File: src/rtl/ysyx_22040125_mem_arb.sv
// rtl/ysyx_22040125_mem_arb.sv - round-robin IF/LSU arbiter in front of a single-port RAM
module ysyx_22040125_mem_arb #(
   parameter int CNT_W = 32
) (
   input  logic             clk,
   input  logic             rst,
   input  logic             if_req,
   input  logic [63:0]      if_addr,
   output logic             if_gnt,
   output logic             if_rvalid,
   output logic [31:0]      if_rdata,
   input  logic             lsu_req,
   input  logic             lsu_wen,
   input  logic [63:0]      lsu_addr,
   input  logic [63:0]      lsu_wdata,
   input  logic [7:0]       lsu_wmask,
   output logic             lsu_gnt,
   output logic             lsu_done,
   output logic [63:0]      lsu_rdata,
   output logic             ram_en,
   output logic             ram_wen,
   output logic [31:0]      ram_addr,
   output logic [63:0]      ram_wdata,
   output logic [7:0]       ram_wmask,
   input  logic [63:0]      ram_rdata,
   output logic [CNT_W-1:0] contention_cnt
);

   typedef enum logic [1:0] {
      RESP_NONE,
      RESP_IF,
      RESP_LSU
   } resp_t;

   localparam logic [CNT_W-1:0] CNT_ONE = {{(CNT_W-1){1'b0}}, 1'b1};

   resp_t            resp_q;
   resp_t            resp_d;
   logic             last_lsu;   // 1 when the LSU won the most recent grant
   logic             if_a2_q;    // word select for the pending fetch response
   logic             wen_q;      // pending LSU access was a store
   logic [CNT_W-1:0] cnt_q;
   logic             grant_if;
   logic             grant_lsu;
   logic             unused_addr_bits;

   // Only addr[31:3] reaches the RAM; if_addr[2] selects the fetch word.
   assign unused_addr_bits = ^{if_addr[63:32], if_addr[1:0], lsu_addr[63:32], lsu_addr[2:0]};

   // Arbitration: lone requester wins, contention goes to whoever did not win last.
   always_comb begin
      grant_if  = 1'b0;
      grant_lsu = 1'b0;
      if (rst) begin
         if (if_req && lsu_req) begin
            grant_lsu = ~last_lsu;
            grant_if  = last_lsu;
         end else begin
            grant_if  = if_req;
            grant_lsu = lsu_req;
         end
      end
   end

   // RAM request is driven in the grant cycle; idle cycles drive all zeros.
   always_comb begin
      ram_en    = grant_if | grant_lsu;
      ram_wen   = grant_lsu & lsu_wen;
      ram_addr  = 32'd0;
      ram_wdata = 64'd0;
      ram_wmask = 8'd0;
      if (grant_lsu) begin
         ram_addr  = {lsu_addr[31:3], 3'b000};
         ram_wdata = lsu_wdata;
         ram_wmask = lsu_wmask;
      end else if (grant_if) begin
         ram_addr  = {if_addr[31:3], 3'b000};
      end
   end

   // Response FSM next state and one-cycle response outputs.
   always_comb begin
      resp_d    = RESP_NONE;
      if_rvalid = 1'b0;
      if_rdata  = 32'd0;
      lsu_done  = 1'b0;
      lsu_rdata = 64'd0;
      if (grant_lsu) begin
         resp_d = RESP_LSU;
      end else if (grant_if) begin
         resp_d = RESP_IF;
      end
      case (resp_q)
         RESP_IF: begin
            if_rvalid = 1'b1;
            if_rdata  = if_a2_q ? ram_rdata[63:32] : ram_rdata[31:0];
         end
         RESP_LSU: begin
            lsu_done  = 1'b1;
            lsu_rdata = wen_q ? 64'd0 : ram_rdata;
         end
         default: begin
         end
      endcase
   end

   // State registers; reset drops any response still in flight.
   always_ff @(posedge clk) begin
      if (!rst) begin
         resp_q   <= RESP_NONE;
         last_lsu <= 1'b0;
         if_a2_q  <= 1'b0;
         wen_q    <= 1'b0;
         cnt_q    <= '0;
      end else begin
         resp_q <= resp_d;
         if (grant_if || grant_lsu) begin
            last_lsu <= grant_lsu;
         end
         if (grant_if) begin
            if_a2_q <= if_addr[2];
         end
         if (grant_lsu) begin
            wen_q <= lsu_wen;
         end
         if (if_req && lsu_req && (cnt_q != '1)) begin
            cnt_q <= cnt_q + CNT_ONE;
         end
      end
   end

   assign if_gnt         = grant_if;
   assign lsu_gnt        = grant_lsu;
   assign contention_cnt = cnt_q;

endmodule

File: config.mk
export PLATFORM = sky130hd
export DESIGN_NAME = ysyx_22040125_mem_arb
export DESIGN_NICKNAME = d
export VERILOG_FILES = /design/src/rtl/ysyx_22040125_mem_arb.sv
export SDC_FILE = /design/constraint.sdc
export NUM_CORES = 1
export LEC_CHECK = 0
export ABC_AREA = 1
export CAP_MARGIN = 5
export CORE_AREA = 2 2 198 200
export CTS_BUF_LIST = sky130_fd_sc_hd__clkbuf_2 sky130_fd_sc_hd__clkbuf_4 sky130_fd_sc_hd__clkbuf_8
export CTS_CLUSTER_SIZE = 25
export DETAILED_ROUTE_END_ITERATION = 7
export DIE_AREA = 0 0 200 202
export MAX_ROUTING_LAYER = met4
export PLACE_DENSITY = 0.36
export RECOVER_POWER = 25
export SLEW_MARGIN = 5
export SYNTH_ARGS = -nofsm -noshare
export SYNTH_HDL_FRONTEND = slang
export SYNTH_SLANG_ARGS = --single-unit
File: constraint.sdc
create_clock -name clk -period 2.01 [get_ports clk]
set_clock_uncertainty 0.2 [all_clocks]
set_input_delay 0.402 -clock clk [delete_from_list [all_inputs] [get_ports clk]]
set_output_delay 0.402 -clock clk [all_outputs]
set_load 0.05 [all_outputs]
==> impl_metrics.csv, run 1 <==
group,metric,value,unit
status,status,"finished with violations",
status,violations,"setup timing",
global_route,use_met2,0.268,
synthesis,synth-edff-count,0,
timing,finalCritPeriodShare,1.09,
die,initial_core_util,0.104,
global_route,grt-ovfl-total,0,
routing,first_iter_violations,208,
global_route,grt_first_pass_wirelength,42.8,mm
finish,fin_nets,1522,
placement,gp_congestion,0.824,
routing,drc_errors,0,
worst_setup_path,critPathMaxFanout,7,
synthesis,synth_top_family_by_area,"simple AND/OR/NAND/NOR gates",
timing,timing.fmax,454,MHz
worst_setup_path,crit_chain,"o21a_1, nand2_2, inv_8, buf_16, a22o_4, buf_12",
worst_setup_path,critPathTopFamily,"compound AO/OA/AOI/OAI gates",
die,die_y,202,um
worst_setup_path,cp.arrival,1.60,ns
clock_tree,cts_tree,"built",
global_route,met1_usage,0.168,
power,power.total,4.52,mW
worst_setup_path,cp-start-kind,"flip-flop",
timing,tns,-20.74,ns
synthesis,synth_compound_area_frac,0.172,
global_route,grtUsageTotal,0.149,
clock_tree,clockRootBuffer,"clkbuf_8",
worst_setup_path,path_buf_inv,3,
worst_setup_path,cpMaxStageDelayCell,"dfxtp_2",
power,leakage,5.78,nW
placement,dp_hpwl,25.1,mm
synthesis,synth-adder-area-share,0.00315,
routing,vias,6521,
synthesis,synth_xor_area_frac,0.0176,
finish,drive_above_1_share,0.491,
worst_setup_path,cpPeakStageDelay,0.35,ns
routing,ant_nets,0,
routing,vias_per_cell,3.67,
die,rows,72,
synthesis,synth_largest_area_cell,"nor2_1",
routing,dr.pass1.iters,4,
global_route,grt_max_degree,42,
routing,wl,31.6,mm
finish,fillers,3858,
synthesis,yosysWarnings,0,
min_path,hp-class,"primary input to flip-flop",
flow_run,maxCapViolations,0,
power,ir_drop,0.176,mV
synthesis,synth_cells,758,
power,power_density,322,nW/um2
synthesis,yosysSeqAreaShare,0.186,
synthesis,synth_top_cell_area_share,0.194,
timing,hold_viol_final,0,
placement,port_buffers,434,
placement,dpl_cell_area,12100,um2
worst_setup_path,worst-setup-path-type,"flip-flop to output pin",
synthesis,synth_top_flop_cell,"dfxtp_1",
timing,fin_ws,-0.190,ns
worst_setup_path,endpoint_kind,"output pin",
synthesis,netlist_area,3970,um2
global_route,grt_use_met3,0.0399,
synthesis,yosysMostFrequentCell,"nor2_1",
worst_setup_path,worstPathRequired,1.41,ns
finish,area_growth,252,%
clock_tree,cts_buffers,5,
global_route,antenna_found_initial,7,
die,die_w,200,um
die,dieArea,40400,um2
timing,fin_hold_ws,0.202,ns
finish,seqCellArea,751,um2
synthesis,ys_async_sr_fraction,0,
die,core_area,38300,um2
global_route,grt_busiest_layer,"met2",
finish,final_area,14000,um2
synthesis,synthTopCellsByArea,"nor2_1 (19%), dfxtp_1 (19%), inv_1 (17%)",
die,ios,507,
clock_tree,clock_sinks,37,
timing,rsz0062_at_grt,"yes",
synthesis,synth_common_cells,"nor2_1 (205), inv_1 (177), nand2_1 (107)",
timing,setup_viol,198,
finish,fin_util,0.366,
timing,slew_violations,0,
synthesis,synthMuxAreaShare,0,
clock_tree,clock_path_buffers,2,
global_route,first_global_vias,6439,
synthesis,yosys.area_share.simple,0.400,
routing,avgRoutedWirePerCell,17.8,um
clock_tree,htreeDepth,2,
synthesis,syn_area_per_cell,5.24,um2
timing,fin_crit,2.20,ns
clock_tree,path_clk_slew,0.09,ns
synthesis,synth.distinct_cells,31,
finish,multi_input_area,4110,um2
synthesis,synth-seq-cells,37,
clock_tree,clk_latency,0.31,ns
per-layer routing:
metal	vias up	part of all wire
li1	3283	-
met1	2974	0.38
met2	254	0.53
met3	10	0.078
met4	0	0.0069
met5	-	0
flip-flops by register name, indices dropped and copies added (netlist names):
register and count:
contention_cnt 32, resp_q 2, wen_q 1, last_lsu 1, if_a2_q 1
power by group:
group | switching (mW) | internal [mW] | leakage [nW] | total [mW]
clock | 0.325 | 0.279 | 0.0512 | 0.604
combinational | 1.62 | 1.53 | 5.42 | 3.15
sequential | 0.0167 | 0.749 | 0.303 | 0.766
total | 1.96 | 2.55 | 5.78 | 4.52
path summary, 6_finish.rpt:
check                           cells after the start  slack [ns]         startpoint            endpoint
worst min-delay path                                3        0.20            lsu_req            last_lsu
worst max-delay path                                6       -0.19           last_lsu        ram_addr[28]
worst max register to register                     11        0.16  contention_cnt[1]  contention_cnt[19]
worst min register to register                      2        0.30              wen_q               wen_q
final cells by class:
| type | count | share of cell area |
|---|---|---|
| Timing Repair Buffer | 524 | 0.548 |
| Multi-Input combinational cell | 503 | 0.294 |
| Sequential cell | 37 | 0.0536 |
| Inverter | 181 | 0.0506 |
| Tap cell | 518 | 0.0463 |
| Clock buffer | 6 | 0.00590 |
| Antenna cell | 7 | 0.00125 |
| Clock inverter | 2 | 0.000983 |
metrics by stage:
| stage | setup slack (ns) | cells |
|---|---|---|
| finish | -0.190 | 1778 |
| global route | -0.252 | 1778 |
| CTS | -0.216 | 1759 |
| detailed placement | -0.554 | 1730 |
| global placement | -0.548 | 1730 |
| floorplan | -0.291 | 760 |
timing repair:
item / CTS / global route
hold buffers: 0 / 0
endpoints found under the setup margin: 200 / 209
gates resized for setup: 244 / 91
gates cloned: 12 / 6
pin swaps: 10 / 18
buffers inserted: 9 / 9
cells in the final DEF, fill, tap and decap left out, drive strengths merged, types with 9 or more instances in the layout:
master / synthesis / final
nand3: 32 / 32
a21oi: 46 / 46
clkdlybuf4s50: 0 / 196
buf: 14 / 319
nand2: 118 / 118
dfxtp: 37 / 37
clkbuf: 25 / 12
nand4: 9 / 9
inv: 181 / 179
nor2: 215 / 215
o21ai: 35 / 35
a22o: 29 / 29
worst register-to-register path, cell delays in order, from the launching register on:
cell	delay (ns)
dfxtp_2	0.37
ha_2	0.23
nand2_2	0.09
nor2_4	0.12
nand2_2	0.08
nor2_4	0.12
nand2_4	0.07
buf_4	0.21
nand3_1	0.11
nand2_1	0.05
nand2_1	0.05
nor2_1	0.04
cells by family after synthesis:
| logic type | count (synthesis) |
|---|---|
| AOI/OAI and AO/OA | 112 |
| other | 1 |
| and+or+nand+nor | 379 |
| adders and majority gates | 1 |
| DFF | 37 |
| xor gates and xnor gates | 8 |
| buffers and inverters | 220 |
Note: power is estimated with default switching activity, not from simulation.
==> run 2: changes to the inputs <==
CELL_PAD_IN_SITES_DETAIL_PLACEMENT = 2   (was default)
CELL_PAD_IN_SITES_GLOBAL_PLACEMENT = 2   (was default)
CORE_AREA = default   (was 2 2 198 200)
CORE_ASPECT_RATIO = 1.1   (was default)
CORE_MARGIN = 8   (was default)
CORE_UTILIZATION = 10   (was default)
DIE_AREA = default   (was 0 0 200 202)
PLACE_DENSITY = 0.78   (was 0.36)
REMOVE_ABC_BUFFERS = 1   (was default)
==> impl_metrics.csv, run 2 (synthesized netlist as in run 1, its figures left out) <==
group,metric,value,unit
worst_setup_path,cp-start-kind,"flip-flop",
power,power_density,338,nW/um2
worst_setup_path,cpPeakStageDelay,0.34,ns
status,violations,"setup timing",
placement,port_buffers,434,
routing,ant_nets,0,
worst_setup_path,worst-setup-path-type,"flip-flop to output pin",
finish,drive_above_1_share,0.492,
die,initial_core_util,0.101,
placement,dp.cells,1715,
worst_setup_path,critPathTopFamily,"buffers and inverters",
timing,setup_viol,202,
die,core_area,39200,um2
die,die_w,206,um
global_route,grt_max_degree,32,
timing,timing.fmax,445,MHz
global_route,antenna_found_initial,3,
timing,fin_hold_ws,0.254,ns
clock_tree,cts_tree,"built",
worst_setup_path,cp_num_cells,9,
die,die_y,225,um
clock_tree,clockRootBuffer,"clkbuf_8",
status,status,"finished with violations",
global_route,first_global_vias,8454,
worst_setup_path,worstPathRequired,1.41,ns
routing,first_iter_violations,162,
finish,largest_reg_flops,32,
worst_setup_path,crit_top_cell,"buf_12",
global_route,grt-ovfl-total,0,
finish,area_growth,254,%
worst_setup_path,crit_chain,"inv_4, nand2_4, inv_8, buf_16, buf_12, o21ai_4, a21oi_2, buf_4, buf_12",
worst_setup_path,path_buf_inv,6,
timing,hold_viol_final,0,
routing,avgRoutedWirePerCell,23.6,um
placement,dpl_cell_area,11300,um2
timing,slew_violations,0,
min_path,hp-class,"primary input to flip-flop",
power,ir_drop,0.145,mV
timing,fin_ws,-0.235,ns
clock_tree,htreeDepth,2,
timing,fin_crit,2.25,ns
die,dieArea,46400,um2
die,rows,76,
finish,layout_commonest_cell,"buf_12",
finish,final_area,14100,um2
timing,tns,-28.27,ns
worst_setup_path,r2r_slack,0.13,ns
min_path,hold_depth,3,
finish,most-common-layout-cells,"buf_12 (219), clkdlybuf4s50_1 (196), inv_1 (173)",
timing,finalCritPeriodShare,1.12,
worst_setup_path,endpoint_kind,"output pin",
clock_tree,hold_buffers,0,
finish,fin_util,0.359,
routing,vias,7141,
worst_setup_path,cpMaxStageDelayCell,"dfxtp_2",
worst_setup_path,worst_r2r_path_depth,10,
routing,drc_errors,0,
placement,place_ws,-0.639,ns
power,leakage,5.81,nW
clock_tree,cts_buffers,5,
worst_setup_path,cp.arrival,1.64,ns
clock_tree,clock_path_buffers,2,
clock_tree,path_clk_slew,0.09,ns
routing,wl,41.8,mm
power,power.total,4.75,mW
worst_setup_path,critPathMaxFanout,8,
clock_tree,clk_latency,0.30,ns
global_route,grt_first_pass_wirelength,57.2,mm
finish,fin_cells,1773,
timing,rsz0062_at_grt,"yes",
routing,dr.pass1.iters,4,
clock_tree,clock_sinks,37,
die,ios,507,
flow_run,maxCapViolations,0,
placement,gp_congestion,0.797,
finish,fin_nets,1532,
routing,vias_per_cell,4.03,
global_route,grtUsageTotal,0.168,
placement,dp_hpwl,29.0,mm
[run 2: cell count changes in the layout (fill, tap and decap cells not counted), moves of 4 or more]
cell and change:
a22o_1 +4, nor2_2 -4, buf_12 -6, a22o_4 -4, diode_2 -4, clkbuf_16 +4
buf_6 +10, nor2_4 +5
[run 2: repair_timing]
action,CTS,global route
endpoints found under the setup margin,201,224
pin swaps,19,24
setup buffers,23,18
gates resized for setup,409,130
gates cloned,14,3
[run 2: final timing paths]
path                                         start                  to
worst max-delay path                     resp_q[1]        if_rdata[20]
worst min-delay path                       lsu_req            last_lsu
worst max register to register  contention_cnt[17]  contention_cnt[16]
worst min register to register               wen_q               wen_q
[run 2: metal layers]
metal / GRT usage / up-vias / share of wire
met2: 0.332 / 306 / 0.57
met5: - / - / 0
li1: - / 3288 / -
met1: 0.162 / 3512 / 0.34
met4: 0.0277 / 0 / 0.018
met3: 0.0460 / 35 / 0.072
[run 2: tightest hold or removal path: stages]
cell and delay, ns:
buf_2 0.13, o21ai_0 0.09, nor2_1 0.09
[run 2: layout make-up]
class	count	area [um2]
Sequential cell	37	752
Multi-Input combinational cell	503	4120
Fill cell	4174	25100
Timing Repair Buffer	534	7730
Antenna cell	3	7.51
Clock inverter	2	37.5
Tap cell	507	634
Clock buffer	6	82.6
Inverter	181	699
[run 2: where the power goes]
| part | total (mW) | leakage (nW) | switching (mW) | internal, mW |
|---|---|---|---|---|
| clock network | 0.714 | 0.0574 | 0.310 | 0.404 |
| logic | 3.27 | 5.44 | 1.74 | 1.53 |
| registers | 0.768 | 0.303 | 0.0197 | 0.748 |
| total | 4.75 | 5.81 | 2.07 | 2.68 |
==> run 3: changes to the inputs <==
CORE_MARGIN = default   (was 8)
==> impl_metrics.csv, run 3 (synthesized netlist as in run 1, its figures left out) <==
group,metric,value,unit
clock_tree,hold_buffers,0,
routing,dr.pass1.iters,4,
routing,wl,38.6,mm
worst_setup_path,cpPeakStageDelay,0.34,ns
worst_setup_path,r2r_slack,0.11,ns
die,dieArea,40500,um2
routing,ant_nets,0,
worst_setup_path,endpoint_kind,"output pin",
placement,port_buffers,434,
clock_tree,cts_tree,"built",
die,die_w,192,um
worst_setup_path,critPathTopFamily,"buffers and inverters",
timing,slew_violations,0,
worst_setup_path,cpMaxStageDelayCell,"dfxtp_2",
worst_setup_path,worst-setup-path-type,"flip-flop to output pin",
clock_tree,path_clk_slew,0.07,ns
timing,fin_crit,2.24,ns
clock_tree,cts_buffers,5,
timing,timing.fmax,446,MHz
flow_run,maxCapViolations,0,
power,leakage,5.83,nW
die,initial_core_util,0.101,
global_route,grt_max_degree,34,
clock_tree,clockRootBuffer,"clkbuf_8",
worst_setup_path,r2r-end,"contention_cnt[27]",
timing,rsz0062_at_grt,"yes",
routing,avgRoutedWirePerCell,21.7,um
die,die_y,211,um
status,violations,"setup timing",
global_route,grt_first_pass_wirelength,50.8,mm
finish,largest_reg_flops,32,
routing,drc_errors,0,
worst_setup_path,cp-start-kind,"flip-flop",
finish,area_growth,257,%
min_path,hp-class,"primary input to flip-flop",
die,ios,507,
worst_setup_path,worst_r2r_path_depth,10,
worst_setup_path,endpoint,"ram_wdata[38]",
routing,vias_per_cell,4.01,
die,core_area,39200,um2
global_route,first_global_vias,8134,
worst_setup_path,cp.arrival,1.64,ns
worst_setup_path,crit_chain,"nand2_2, nand2_4, nor2_4, buf_12, inv_12, clkbuf_16, nor2_4, buf_12",
global_route,antenna_found_initial,2,
placement,gp_congestion,0.789,
placement,dp_hpwl,24.6,mm
routing,first_iter_violations,158,
worst_setup_path,startpoint,"last_lsu",
clock_tree,clock_path_buffers,2,
routing,vias,7135,
finish,layout_commonest_cell,"buf_12",
global_route,grtUsageTotal,0.173,
placement,dpl_cell_area,11300,um2
finish,fin_nets,1540,
die,rows,76,
finish,most-common-layout-cells,"buf_12 (207), clkdlybuf4s50_1 (196), inv_1 (173)",
finish,drive_above_1_share,0.496,
finish,final_area,14200,um2
worst_setup_path,path_buf_inv,4,
clock_tree,clock_sinks,37,
timing,worst_slew_pin_slew,0.894,ns
power,ir_drop,0.156,mV
clock_tree,htreeDepth,2,
power,power_density,326,nW/um2
timing,setup_viol,202,
timing,tns,-25.73,ns
global_route,grt-ovfl-total,0,
worst_setup_path,worstPathRequired,1.41,ns
timing,finalCritPeriodShare,1.11,
clock_tree,clk_latency,0.31,ns
timing,hold_viol_final,0,
timing,fin_ws,-0.230,ns
worst_setup_path,timing.rr.start,"contention_cnt[5]",
worst_setup_path,cp_num_cells,8,
worst_setup_path,critPathMaxFanout,9,
status,status,"finished with violations",
timing,relSlewSlack,0.404,
run 3: layer usage:
metal	vias up	wire [um]	global-route usage
met5	-	0	-
met4	0	1020	0.0478
met3	51	2070	0.0263
met2	295	21800	0.337
met1	3487	13700	0.176
li1	3302	-	-
run 3: timing repair:
item | CTS | global route
endpoints found under the hold margin | 0 | 0
setup buffers | 25 | 13
gates resized for setup | 388 | 180
cloned | 16 | 7
endpoints found under the setup margin | 203 | 227
pin swaps | 8 | 24
run 3: where the power goes:
part           internal, mW  total, mW  switching, mW  leakage, nW
Clock                 0.255      0.564          0.310       0.0484
Sequential            0.748      0.768         0.0207        0.304
Combinational          1.55       3.29           1.74         5.48
run 3: through the flow:
| stage | power [mW] | utilization | setup slack [ns] | hold slack [ns] | std cells |
|---|---|---|---|---|---|
| 2_1_floorplan | 1.77 | - | -2.66 | 0.247 | 721 |
| 3_3_place_gp | 3.27 | 0.288 | -0.618 | 0.261 | 1719 |
| 3_5_place_dp | 3.32 | 0.288 | -0.650 | 0.272 | 1719 |
| 4_1_cts | 4.42 | 0.341 | -0.266 | 0.233 | 1767 |
| 5_1_grt | 4.79 | 0.362 | -0.293 | 0.300 | 1780 |
| 6_report | 4.62 | 0.362 | -0.230 | 0.252 | 1780 |
run 3: how the worst min path moves through the flow:
| stage | start | endpoint | cells past startpoint |
|---|---|---|---|
| global route | lsu_req | last_lsu | 3 |
| floorplan | wen_q | wen_q | 2 |
| detailed placement | wen_q | wen_q | 2 |
| global placement | wen_q | wen_q | 2 |
| finish | lsu_req | last_lsu | 3 |
| CTS | lsu_req | last_lsu | 3 |
run 3: final cells by class:
type / instances / area [um2]
Antenna cell: 2 / 5.00
Fill cell: 4161 / 25000
Multi-Input combinational cell: 503 / 4220
Clock inverter: 2 / 10.0
Sequential cell: 37 / 754
Tap cell: 507 / 634
Inverter: 181 / 714
Timing Repair Buffer: 542 / 7760
Clock buffer: 6 / 76.3
run 3: worst reg2reg max path, cell delays in order (launching register included):
cell and delay [ns]:
dfxtp_1 0.46, nand2_2 0.15, nor2_4 0.16, nand2_2 0.08, nor2_4 0.17, nand2_8 0.12
buf_6 0.18, nand3_1 0.09, nand2_1 0.06, nand2_1 0.05, nor2_1 0.04
